$ cat config.mk
export PLATFORM = sky130hd
export DESIGN_NAME = button_conditioner
export DESIGN_NICKNAME = d
export VERILOG_FILES = /design/src/rtl/button_conditioner_pkg.sv /design/src/rtl/button_channel.sv /design/src/rtl/button_conditioner.sv
export SDC_FILE = /design/constraint.sdc
export NUM_CORES = 1
export LEC_CHECK = 0
export CAP_MARGIN = 20
export CORE_MARGIN = 4
export CORE_UTILIZATION = 50
export DETAILED_ROUTE_END_ITERATION = 6
export PLACE_DENSITY_LB_ADDON = 0.3
export SYNTH_ARGS = -nofsm -noshare
export SYNTH_HDL_FRONTEND = slang
export SYNTH_HIERARCHICAL = 1
export SYNTH_SLANG_ARGS = --single-unit
$ cat constraint.sdc
create_clock -name clk -period 3.84 [get_ports clk]
set_clock_uncertainty 0.2 [all_clocks]
set_input_delay 0.768 -clock clk [delete_from_list [all_inputs] [get_ports clk]]
set_output_delay 0.768 -clock clk [all_outputs]
set_load 0.02 [all_outputs]
$ cat src/rtl/button_conditioner_pkg.sv
// Shared definitions for the push-button conditioner: FSM encoding, button
// indices and default timing for a 25 MHz system clock.
package button_conditioner_pkg;

    localparam int BTN_LEFT  = 0;
    localparam int BTN_RIGHT = 1;
    localparam int BTN_UP    = 2;
    localparam int BTN_DOWN  = 3;

    localparam int DEF_N_BTN           = 4;
    localparam int DEF_DEBOUNCE_CYCLES = 250_000;     // 10 ms at 25 MHz
    localparam int DEF_REPEAT_DELAY    = 12_500_000;  // 500 ms
    localparam int DEF_REPEAT_PERIOD   = 2_500_000;   // 100 ms

    localparam logic [1:0] ST_IDLE = 2'd0;
    localparam logic [1:0] ST_ARM  = 2'd1;
    localparam logic [1:0] ST_HELD = 2'd2;
    localparam logic [1:0] ST_REL  = 2'd3;

    typedef enum logic [1:0] {
        IDLE = ST_IDLE,
        ARM  = ST_ARM,
        HELD = ST_HELD,
        REL  = ST_REL
    } btn_state_e;

    // Counter width able to hold max_count-1, never narrower than one bit.
    function automatic int counter_width(input int max_count);
        return (max_count < 2) ? 1 : $clog2(max_count);
    endfunction

endpackage

$ cat src/rtl/button_channel.sv
// One conditioned button: 2-flop synchroniser, debounce FSM with a
// stable-cycle counter, and an auto-repeat timer that pauses during release glitches.
module button_channel
    import button_conditioner_pkg::*;
#(
    parameter int DEBOUNCE_CYCLES = DEF_DEBOUNCE_CYCLES,
    parameter int REPEAT_DELAY    = DEF_REPEAT_DELAY,
    parameter int REPEAT_PERIOD   = DEF_REPEAT_PERIOD,
    parameter bit REPEAT_EN       = 1'b1
) (
    input  logic clk,
    input  logic rst_n,
    input  logic pressed_async,
    output logic level,
    output logic press_pulse,
    output logic release_pulse,
    output logic repeat_pulse
);

    localparam int RPT_MAX = (REPEAT_DELAY > REPEAT_PERIOD) ? REPEAT_DELAY : REPEAT_PERIOD;
    localparam int CNT_W   = counter_width(DEBOUNCE_CYCLES);
    localparam int RPT_W   = counter_width(RPT_MAX);

    localparam logic [CNT_W-1:0] CNT_LAST  = CNT_W'(DEBOUNCE_CYCLES - 1);
    localparam logic [RPT_W-1:0] RPT_FIRST = RPT_W'(REPEAT_DELAY - 1);
    localparam logic [RPT_W-1:0] RPT_NEXT  = RPT_W'(REPEAT_PERIOD - 1);

    logic             sync_meta;
    logic             sync_q;
    logic [1:0]       state;
    logic [CNT_W-1:0] cnt;
    logic [RPT_W-1:0] rpt_tmr;

    // NOTE: sequential state uses non-blocking assignments so every flop
    // samples pre-edge values; blocking here would collapse the two sync stages.
    always_ff @(posedge clk or negedge rst_n) begin
        if (!rst_n) begin
            sync_meta <= 1'b0;
            sync_q    <= 1'b0;
        end else begin
            sync_meta <= pressed_async;
            sync_q    <= sync_meta;
        end
    end

    always_ff @(posedge clk or negedge rst_n) begin
        if (!rst_n) begin
            state         <= ST_IDLE;
            cnt           <= '0;
            rpt_tmr       <= '0;
            level         <= 1'b0;
            press_pulse   <= 1'b0;
            release_pulse <= 1'b0;
            repeat_pulse  <= 1'b0;
        end else begin
            press_pulse   <= 1'b0;
            release_pulse <= 1'b0;
            repeat_pulse  <= 1'b0;

            case (state)
                ST_IDLE: begin
                    if (sync_q) begin
                        state <= ST_ARM;
                        cnt   <= '0;
                    end
                end

                ST_ARM: begin
                    if (!sync_q) begin
                        state <= ST_IDLE;
                    end else if (cnt == CNT_LAST) begin
                        state        <= ST_HELD;
                        level        <= 1'b1;
                        press_pulse  <= 1'b1;
                        repeat_pulse <= 1'b1;
                        rpt_tmr      <= RPT_FIRST;
                    end else begin
                        cnt <= cnt + 1'b1;
                    end
                end

                ST_HELD: begin
                    if (!sync_q) begin
                        state <= ST_REL;
                        cnt   <= '0;
                    end else if (REPEAT_EN) begin
                        if (rpt_tmr == '0) begin
                            repeat_pulse <= 1'b1;
                            rpt_tmr      <= RPT_NEXT;
                        end else begin
                            rpt_tmr <= rpt_tmr - 1'b1;
                        end
                    end
                end

                ST_REL: begin
                    // Returning to HELD leaves rpt_tmr untouched so the schedule resumes.
                    if (sync_q) begin
                        state <= ST_HELD;
                    end else if (cnt == CNT_LAST) begin
                        state         <= ST_IDLE;
                        level         <= 1'b0;
                        release_pulse <= 1'b1;
                    end else begin
                        cnt <= cnt + 1'b1;
                    end
                end

                default: state <= ST_IDLE;
            endcase
        end
    end

endmodule

$ cat src/rtl/button_conditioner.sv
// Conditions the board push-buttons {down, up, right, left} into clean levels,
// press/release pulses and auto-repeat pulses for the physics block.
module button_conditioner
    import button_conditioner_pkg::*;
#(
    parameter int N_BTN           = DEF_N_BTN,
    parameter bit ACTIVE_LOW      = 1'b1,
    parameter int DEBOUNCE_CYCLES = DEF_DEBOUNCE_CYCLES,
    parameter int REPEAT_DELAY    = DEF_REPEAT_DELAY,
    parameter int REPEAT_PERIOD   = DEF_REPEAT_PERIOD,
    parameter bit REPEAT_EN       = 1'b1
) (
    input  logic             clk,
    input  logic             rst_n,
    input  logic [N_BTN-1:0] btn_raw,
    output logic [N_BTN-1:0] btn_level,
    output logic [N_BTN-1:0] btn_press,
    output logic [N_BTN-1:0] btn_release,
    output logic [N_BTN-1:0] btn_repeat
);

    logic [N_BTN-1:0] btn_pressed;

    // After this XOR a 1 always means pressed, whatever the board wiring.
    assign btn_pressed = btn_raw ^ {N_BTN{ACTIVE_LOW}};

    for (genvar i = 0; i < N_BTN; i++) begin : g_btn
        button_channel #(
            .DEBOUNCE_CYCLES(DEBOUNCE_CYCLES),
            .REPEAT_DELAY   (REPEAT_DELAY),
            .REPEAT_PERIOD  (REPEAT_PERIOD),
            .REPEAT_EN      (REPEAT_EN)
        ) u_channel (
            .clk          (clk),
            .rst_n        (rst_n),
            .pressed_async(btn_pressed[i]),
            .level        (btn_level[i]),
            .press_pulse  (btn_press[i]),
            .release_pulse(btn_release[i]),
            .repeat_pulse (btn_repeat[i])
        );
    end

endmodule

### Yosys cells after proc, flatten, opt, wreduce, memory -nomap -nowiden

Cells that the tools add are included.
Widths: inputs -> output; s select.

| storage, ports and cells | value |
|---|---|
| register bits | 200 |
| input port bits | 6 |
| output and inout port bits | 16 |
| word-level logic and storage cells | 253 |

| cells by class | value |
|---|---|
| add/sub/neg operators | 8 |
| equal/unequal tests | 52 |
| mux-type cells | 124 |
| bitwise operators | 1 |
| reduce and logical (&&, ||, !) cells | 32 |

Operators with widths:

| operator | number |
|---|---|
| $mux 24 | 16 |
| $mux 18 | 20 |
| $pmux 18 s4 | 4 |
| $pmux 24 s2 | 4 |
| $logic_not 24->1 | 4 |
| $sub 24x1->24 const B | 4 |
| $add 18x1->18 const B | 4 |
| $eq 18x18->1 const B | 4 |
| $mux 2 | 24 |
| $reduce_and 4->1 | 12 |
| $mux 1 | 44 |
| $ne 2x1->1 const B | 20 |
| $pmux 2 s4 | 4 |
| $reduce_and 5->1 | 4 |
| $eq 2x2->1 const B | 8 |
| $ne 2x2->1 const B | 8 |
| $pmux 1 s2 | 8 |
| $reduce_bool 2->1 | 8 |
| $ne 3x1->1 const B | 4 |
| $ne 3x3->1 const B | 4 |
| $eq 2x1->1 const B | 4 |
| $logic_not 2->1 | 4 |
| $not 4->4 | 1 |

### Logic depth before layout (Yosys ltp)

Gate-level depths: netlist of run 1.

| logic depth | value |
|---|---|
| word-level depth | 4 |
| gate-level depth with buffers | 8 |
| depth with buffers taken out | 7 |

### Cells and area by module

The synthesis of run 1 kept the hierarchy.

Modules (own cells, without submodules):

| module | instances | cells each | area each (sq um) | sequential area each (sq um) |
|---|---|---|---|---|
| button_channel at g_btn[0].u_channel ... | 3 | 304 | 2906.5 | 1251.2 |
| button_channel at g_btn[3].u_channel | 1 | 299 | 2767.7 | 1251.2 |
| button_conditioner | 1 | 4 | 15.0 | 0.0 |

### Worst setup path before layout of run 1

OpenSTA, ideal clock, no wires.

| timing path | value |
|---|---|
| path type | register to register |
| from | reg g_btn[3].u_channel.cnt[4] |
| to | reg g_btn[3].u_channel.rpt_tmr[23] |
| library setup time | 0.140 ns |
| arrival time | 2.397 ns |
| required time | 3.500 ns |
| setup slack | 1.103 ns |
| cell stages (with the launch flop) | 8 |
| buffers on the path | 2 |
| clock period less this slack | 2.737 ns |
| cells stage by stage | dfrtp_1 -> or4_1 -> or4_4 -> buf_6 -> o22a_1 -> buf_6 -> o41ai_1 -> o211ai_1 |

| between the ends | value |
|---|---|
| longest elaborated chain between the ends | 3 |

RTL lines:

| item | line | RTL |
|---|---|---|
| start: declaration | button_channel.sv:31 | `logic [CNT_W-1:0] cnt;` |
| start signal: assignment | button_channel.sv:78 | `cnt <= cnt + 1'b1;` |
| start signal: assignment | button_channel.sv:105 | `cnt <= cnt + 1'b1;` |
| $eq 18x18->1 | button_channel.sv:71 | `end else if (cnt == CNT_LAST) begin` |
| $ne 2x1->1 (no source line) | - |  |
| $reduce_and 4->1 (no source line) | - |  |
| end signal: assignment | button_channel.sv:91 | `rpt_tmr <= rpt_tmr - 1'b1;` |
| end: declaration | button_channel.sv:32 | `logic [RPT_W-1:0] rpt_tmr;` |

Every way passes these cells.
A chain may end at the register's enable or synchronous reset.

### Worst setup path after layout of run 1

| timing path | value |
|---|---|
| from | reg g_btn[3].u_channel.rpt_tmr[9] |
| to | reg g_btn[3].u_channel.rpt_tmr[9] |

| between the ends | value |
|---|---|
| longest elaborated chain between the ends | 4 |
| elaborated cells between the ends (all ways) | 5 |
| classes of those cells | add/sub: 1; mux: 3; reduce/logical: 1 |

RTL lines:

| item | line | RTL |
|---|---|---|
| $sub 24x1->24 or $logic_not 24->1 (tied branches) | button_channel.sv:91, button_channel.sv:87 |  |
| $mux 24 * | button_channel.sv:87 | `if (rpt_tmr == '0) begin` |
| $mux 24 * | button_channel.sv:83 | `if (!sync_q) begin` |
| $pmux 24 s2 * | button_channel.sv:60 | `case (state)` |

Every way passes the cells marked *; elsewhere a longest branch is shown, timed or not. The select of a mux whose other input is x is not followed.

==> results.cfg, run 1 <==
[yosys]
postSynthCellCount = 1215
synthAdderAreaFrac = 0.0261
ys_ff_latch = 200
ys_seq_area_frac = 0.435
synthFlopType = dfrtp_1
yosys_warnings = 6
synth_compound_area_frac = 0.219
syn_nets = 1245
syn_area_sq_um = 11500
synth_top_family_by_area = simple AND/OR/NAND/NOR gates
synthSimpleGateAreaFrac = 0.254
synth-async-reset-ratio = 1.00
synthMuxAreaShare = 0.00609
synth-edff-count = 0
avgSynthCellArea_sq_um = 9.47
synth_xor_area_frac = 0.0221
synth.distinct_cells = 71

[final_layout]
nets = 1245
drive_gt1_frac = 0.0856
final_common_cell = dfrtp_1
multiInputGateArea_sq_um = 6060
area_growth_syn_to_layout_pct = 9.17
diodes = 0
seq_area_sq_um = 5000
nFillCells = 1949
final_cell_mix = dfrtp_1 (200), nor2_1 (79), o21ai_0 (75)
design_area_sq_um = 12600

[clock_tree]
cts_setup_buffers = 0
cts_tree = done
cts_made_buffers = 17
cts_sinks = 200
cts_hold_buf = 0
worstSkewPairLatency_ns = 0.44
cts_max_path_buffers = 2
cts-htree-levels = 4
cts.clk_slew.worst_paths_ns = 0.07
cts-root-buf = clkbuf_16
cts_resized = 0

[placed_design]
postPlaceCellArea_sq_um = 12000
port_buffers = 21
gp_congestion = 0.803
dp_hpwl_um = 16100

[routing]
drc_errors = 0
vias = 9430
drtIter0Drc = 717
viasPerCell = 6.24
ant_nets = 0
wl_per_cell_um = 16.0
drt_pass1_iterations = 5
drt-total-wl_um = 24100

[setup_path]
critical_path_class = reg2reg
critPathLaunchType = flop
regToRegStartpoint = g_btn[3].u_channel/rpt_tmr[9]
endpoint_kind = flop
cp_max_fo = 16
r2r_slack_ns = 0.61
r2r-end = g_btn[3].u_channel/rpt_tmr[9]
arrival_ns = 3.36
cp_data_required_time_ns = 3.97
ff2ff_path_depth = 5

[sta]
period_share = 0.842
rsz0062_at_grt = false
fmax_ghz = 0.309
relSlewSlack = 0.445
report.final.slew_viol_count = 0
hold_viol_final = 0
fin_crit_ns = 3.23
setup_violations = 0
tightest_slew_ns = 0.832
setup_tns_ns = 0

[pwr]
power_density_nw_per_um2 = 599
p_leak_nw = 4.72
vdd_ir_drop_max_mv = 0.266
power_mw = 7.52

[floorplan]
ios = 22
die_y_um = 160
core-area_sq_um = 22600
dieArea_sq_um = 25500
die_x_um = 160
rows = 55
start_util = 0.508

[global_routing]
antenna_found_initial = 0
grt_pass1_wl_um = 42700
grt.overflow.total = 0
grt_max_degree = 92
grt_use_total = 0.192
grt_pass1_vias = 9074

[worst_hold_path]
whs_endpoint = g_btn[3].u_channel/sync_q
min_path_type = reg2reg
hold_start = g_btn[3].u_channel/sync_meta
min_path_cells = 0

[flow_run]
drv_cap = 0

[run_status]
status = completed
==> critical path: stages (launching register included) <==
cell and delay (ns):
dfrtp_1 0.44, or4_1 0.67, or4_1 0.65, o31ai_4 0.70, o21ai_0 0.21, a22o_1 0.26
==> where the power goes <==
| part | total [mW] | internal [mW] | switching (mW) |
|---|---|---|---|
| registers | 3.12 | 2.56 | 0.566 |
| logic | 2.54 | 1.01 | 1.53 |
| clock network | 1.85 | 1.06 | 0.794 |
==> Yosys cell counts (19+ instances only) <==
cell	instances	area share
nor2_1	79	0.026
dfrtp_1	200	0.44
nor3_1	57	0.025
a21oi_1	53	0.023
nand2_1	58	0.019
inv_1	54	0.018
o31ai_1	30	0.020
nand2b_1	26	0.014
nor4_1	19	0.010
o21ai_0	75	0.033
nand4_1	29	0.016
a22o_1	28	0.021
ha_1	24	0.026
o21ai_1	43	0.019
nand3_1	44	0.019
clkbuf_1	37	0.012
or3_1	36	0.020
==> final cells by class <==
| cell class | instances | area share |
|---|---|---|
| multi-input cells | 907 | 0.482 |
| flip-flops and latches | 200 | 0.399 |
| clock buffers | 21 | 0.0367 |
| well taps | 285 | 0.0284 |
| repair buffers | 35 | 0.0264 |
| inverters | 54 | 0.0161 |
| clock inverters | 10 | 0.0115 |
==> through the flow <==
| step | std cells | hold slack (ns) | utilization | setup slack, ns |
|---|---|---|---|---|
| after global routing | 1512 | 0.166 | 0.555 | 0.435 |
| after detailed placement | 1481 | 0.135 | 0.528 | 0.657 |
| after global placement | 1481 | 0.132 | 0.528 | 0.720 |
| after floorplan | 1215 | 0.131 | - | 1.10 |
| final | 1512 | 0.150 | 0.555 | 0.605 |
| after CTS | 1512 | 0.152 | 0.555 | 0.645 |
==> cell families after synthesis <==
| logic type | count (synthesis) |
|---|---|
| buffers and inverters | 108 |
| adder cells (fa/ha/maj) | 24 |
| flip-flops | 200 |
| AND/OR/NAND/NOR | 486 |
| multiplexers | 7 |
| AO/OA/AOI/OAI | 361 |
| XOR/XNOR | 29 |
==> layer usage <==
layer / vias to the layer above / GRT usage / routed length [um]
met4: 0 / 0.0580 / 256
met3: 22 / 0.0281 / 663
met5: - / 0 / 0
li1: 4625 / - / -
met2: 153 / 0.312 / 11500
met1: 4630 / 0.268 / 11700
==> state kept, by name (all words and copies together) (netlist names), named ones only <==
name                           flops
g_btn.u_channel/state              4
g_btn.u_channel/level              4
g_btn.u_channel/press_pulse        4
g_btn.u_channel/cnt               72
g_btn.u_channel/repeat_pulse       4
g_btn.u_channel/rpt_tmr           96
g_btn.u_channel/release_pulse      4
g_btn.u_channel/sync_q             4
g_btn.u_channel/sync_meta          4
==> worst max path at each step <==
| stage | endpoint | slack, ns | from |
|---|---|---|---|
| floorplan | g_btn[3].u_channel/rpt_tmr[23] | 1.10 | g_btn[3].u_channel/cnt[4] |
| finish | g_btn[3].u_channel/rpt_tmr[9] | 0.61 | g_btn[3].u_channel/rpt_tmr[9] |
| global route | g_btn[3].u_channel/rpt_tmr[9] | 0.43 | g_btn[3].u_channel/rpt_tmr[9] |
| global placement | g_btn[3].u_channel/rpt_tmr[9] | 0.72 | g_btn[3].u_channel/rpt_tmr[9] |
| detailed placement | g_btn[3].u_channel/rpt_tmr[6] | 0.66 | g_btn[3].u_channel/rpt_tmr[9] |
| CTS | g_btn[3].u_channel/rpt_tmr[6] | 0.65 | g_btn[3].u_channel/rpt_tmr[9] |
Power figures use the tool's default switching activity.
==> run 2, diff against run 1 <==
==> constraint.sdc (replaced) <==
create_clock -name clk -period 3 [get_ports clk]
set_clock_uncertainty 0.2 [all_clocks]
set_input_delay 0.6 -clock clk [delete_from_list [all_inputs] [get_ports clk]]
set_output_delay 0.6 -clock clk [all_outputs]
set_load 0.02 [all_outputs]
==> run 2 against run 1 <==
Clock power rose by 34%. Register-to-register slack got worse by 0.44 ns. Total power rose by 31%. Worst hold slack got worse by 0.15 ns. Wire length fell by 0.76%. Worst setup slack got worse by 0.44 ns. Sequential share of layout area fell by 0.72 points. Die area did not move. Fmax rose by 14%. Clock-buffer cell count rose by 1. Final area rose by 1.8%. Non-clock buffer count rose by 26. Largest cell class unchanged. Largest power group unchanged.
==> results.cfg, run 2 (same netlist as run 1, synthesis figures left out) <==
[sta]
setup_tns_ns = 0
setup_violations = 0
fmax_ghz = 0.353
hold_ws_ns = 0.00522
fin_crit_ns = 2.83
report.final.slew_viol_count = 0
tightest_slew_ns = 0.818
relSlewSlack = 0.454
setup_ws_ns = 0.167
hold_viol_final = 0
period_share = 0.944
rsz0062_at_grt = false

[pwr]
vdd_ir_drop_max_mv = 0.330
p_leak_nw = 4.87
power_density_nw_per_um2 = 768

[clock_tree]
cts_sinks = 200
cts.clk_slew.worst_paths_ns = 0.07
cts_setup_buffers = 0
cts_tree = done
cts-root-buf = clkbuf_16
cts_resized = 0
cts_max_path_buffers = 2
cts-htree-levels = 4
worstSkewPairLatency_ns = 0.43
cts_made_buffers = 17
cts_hold_buf = 0

[floorplan]
dieArea_sq_um = 25500
die_x_um = 160
rows = 55
ios = 22
die_y_um = 160
start_util = 0.508
core-area_sq_um = 22600

[setup_path]
r2r-end = g_btn[3].u_channel/rpt_tmr[22]
critical_path_class = reg2reg
ff2ff_path_depth = 5
arrival_ns = 2.96
endpoint_kind = flop
regToRegStartpoint = g_btn[3].u_channel/cnt[4]
endpoint = g_btn[3].u_channel/rpt_tmr[22]
crit_start = g_btn[3].u_channel/cnt[4]
cp_max_fo = 17
cp_data_required_time_ns = 3.13
r2r_slack_ns = 0.17
critPathLaunchType = flop

[run_status]
status = completed

[routing]
drc_errors = 0
ant_nets = 0
wl_met3_um = 649
vias = 9406
top_layer = met4
wl_met2_um = 11200
viasPerCell = 6.12
m1WireLength_um = 11800
drt_pass1_iterations = 5
drtIter0Drc = 718
wl_per_cell_um = 15.6
drt-total-wl_um = 24000

[final_layout]
nets = 1271
diodes = 0
final_cell_mix = dfrtp_1 (200), nor2_1 (79), o21ai_0 (75)
largest_reg_flops = 96
nFillCells = 1929
layout_top_registers = g_btn.u_channel/rpt_tmr: 96 flops, g_btn.u_channel/cnt: 72 flops
drive_gt1_frac = 0.103
area_growth_syn_to_layout_pct = 11.2
design_area_sq_um = 12800
final_common_cell = dfrtp_1
regMostFlops = g_btn.u_channel/rpt_tmr

[placed_design]
port_buffers = 21
place_ws_ns = 0.164
dp_hpwl_um = 16200
gp_congestion = 0.832
postPlaceCellArea_sq_um = 12200

[global_routing]
grt.overflow.total = 0
antenna_found_initial = 0
grt_use_total = 0.191
grt_pass1_wl_um = 42200
grt_pass1_vias = 8960
grt_max_degree = 79

[worst_hold_path]
min_path_type = in2async

[flow_run]
drv_cap = 0
[run 2: cell types whose count changed in the layout (fill, tap and decap cells not counted), sizes merged]
cell      delta
buf         +26
bufinv       +2
clkbuf       +1
clkinvlp     -2
inv          -1
[run 2: worst max-delay path, stage by stage, from the launching register on]
cell     delay (ns)
dfrtp_1        0.39
or4_1          0.55
or4_4          0.56
o22a_1         0.46
or2_4          0.36
o31ai_1        0.21
[run 2: worst min-delay path by stage]
| stage | endpoint | slack, ns | depth (start not counted) |
|---|---|---|---|
| 6_report | g_btn[1].u_channel/cnt[2] | 0.005 | 1 |
| 5_1_grt | g_btn[1].u_channel/cnt[2] | 0.05 | 1 |
| 4_1_cts | g_btn[1].u_channel/cnt[2] | 0.02 | 1 |
| 3_5_place_dp | g_btn[0].u_channel/sync_q | 0.14 | 0 |
| 3_3_place_gp | g_btn[1].u_channel/sync_q | 0.13 | 0 |
| 2_1_floorplan | async pin | 0.10 | 0 |
[run 2: layout make-up]
| cell class | instances | area (sq um) | area share |
|---|---|---|---|
| clock inverter | 9 | 173 | 0.0135 |
| multi-input combinational | 907 | 6060 | 0.474 |
| clock buffer | 22 | 454 | 0.0355 |
| tap | 285 | 357 | 0.0279 |
| timing repair buffer | 61 | 539 | 0.0422 |
| sequential | 200 | 5000 | 0.391 |
| inverter | 54 | 203 | 0.0159 |
[run 2: report_power, final]
part / internal (mW) / leakage, nW / total (mW) / switching, mW
clock: 1.50 / 0.304 / 2.47 / 0.973
sequential: 3.28 / 2.52 / 4.00 / 0.724
combinational: 1.37 / 2.05 / 3.35 / 1.98
total: 6.15 / 4.87 / 9.82 / 3.68
[run 2: routing by layer]
metal	up-vias	global-route usage
met3	25	0.0258
met2	148	0.311
met5	-	0
li1	4683	-
met4	0	0.0584
met1	4550	0.267
[run 2: per-stage QoR]
step	cells	power, mW	utilization
after global routing	1538	10.5	0.565
after floorplan	1215	6.49	-
after global placement	1507	7.29	0.537
after CTS	1538	9.88	0.565
final	1538	9.82	0.565
after detailed placement	1507	7.37	0.537
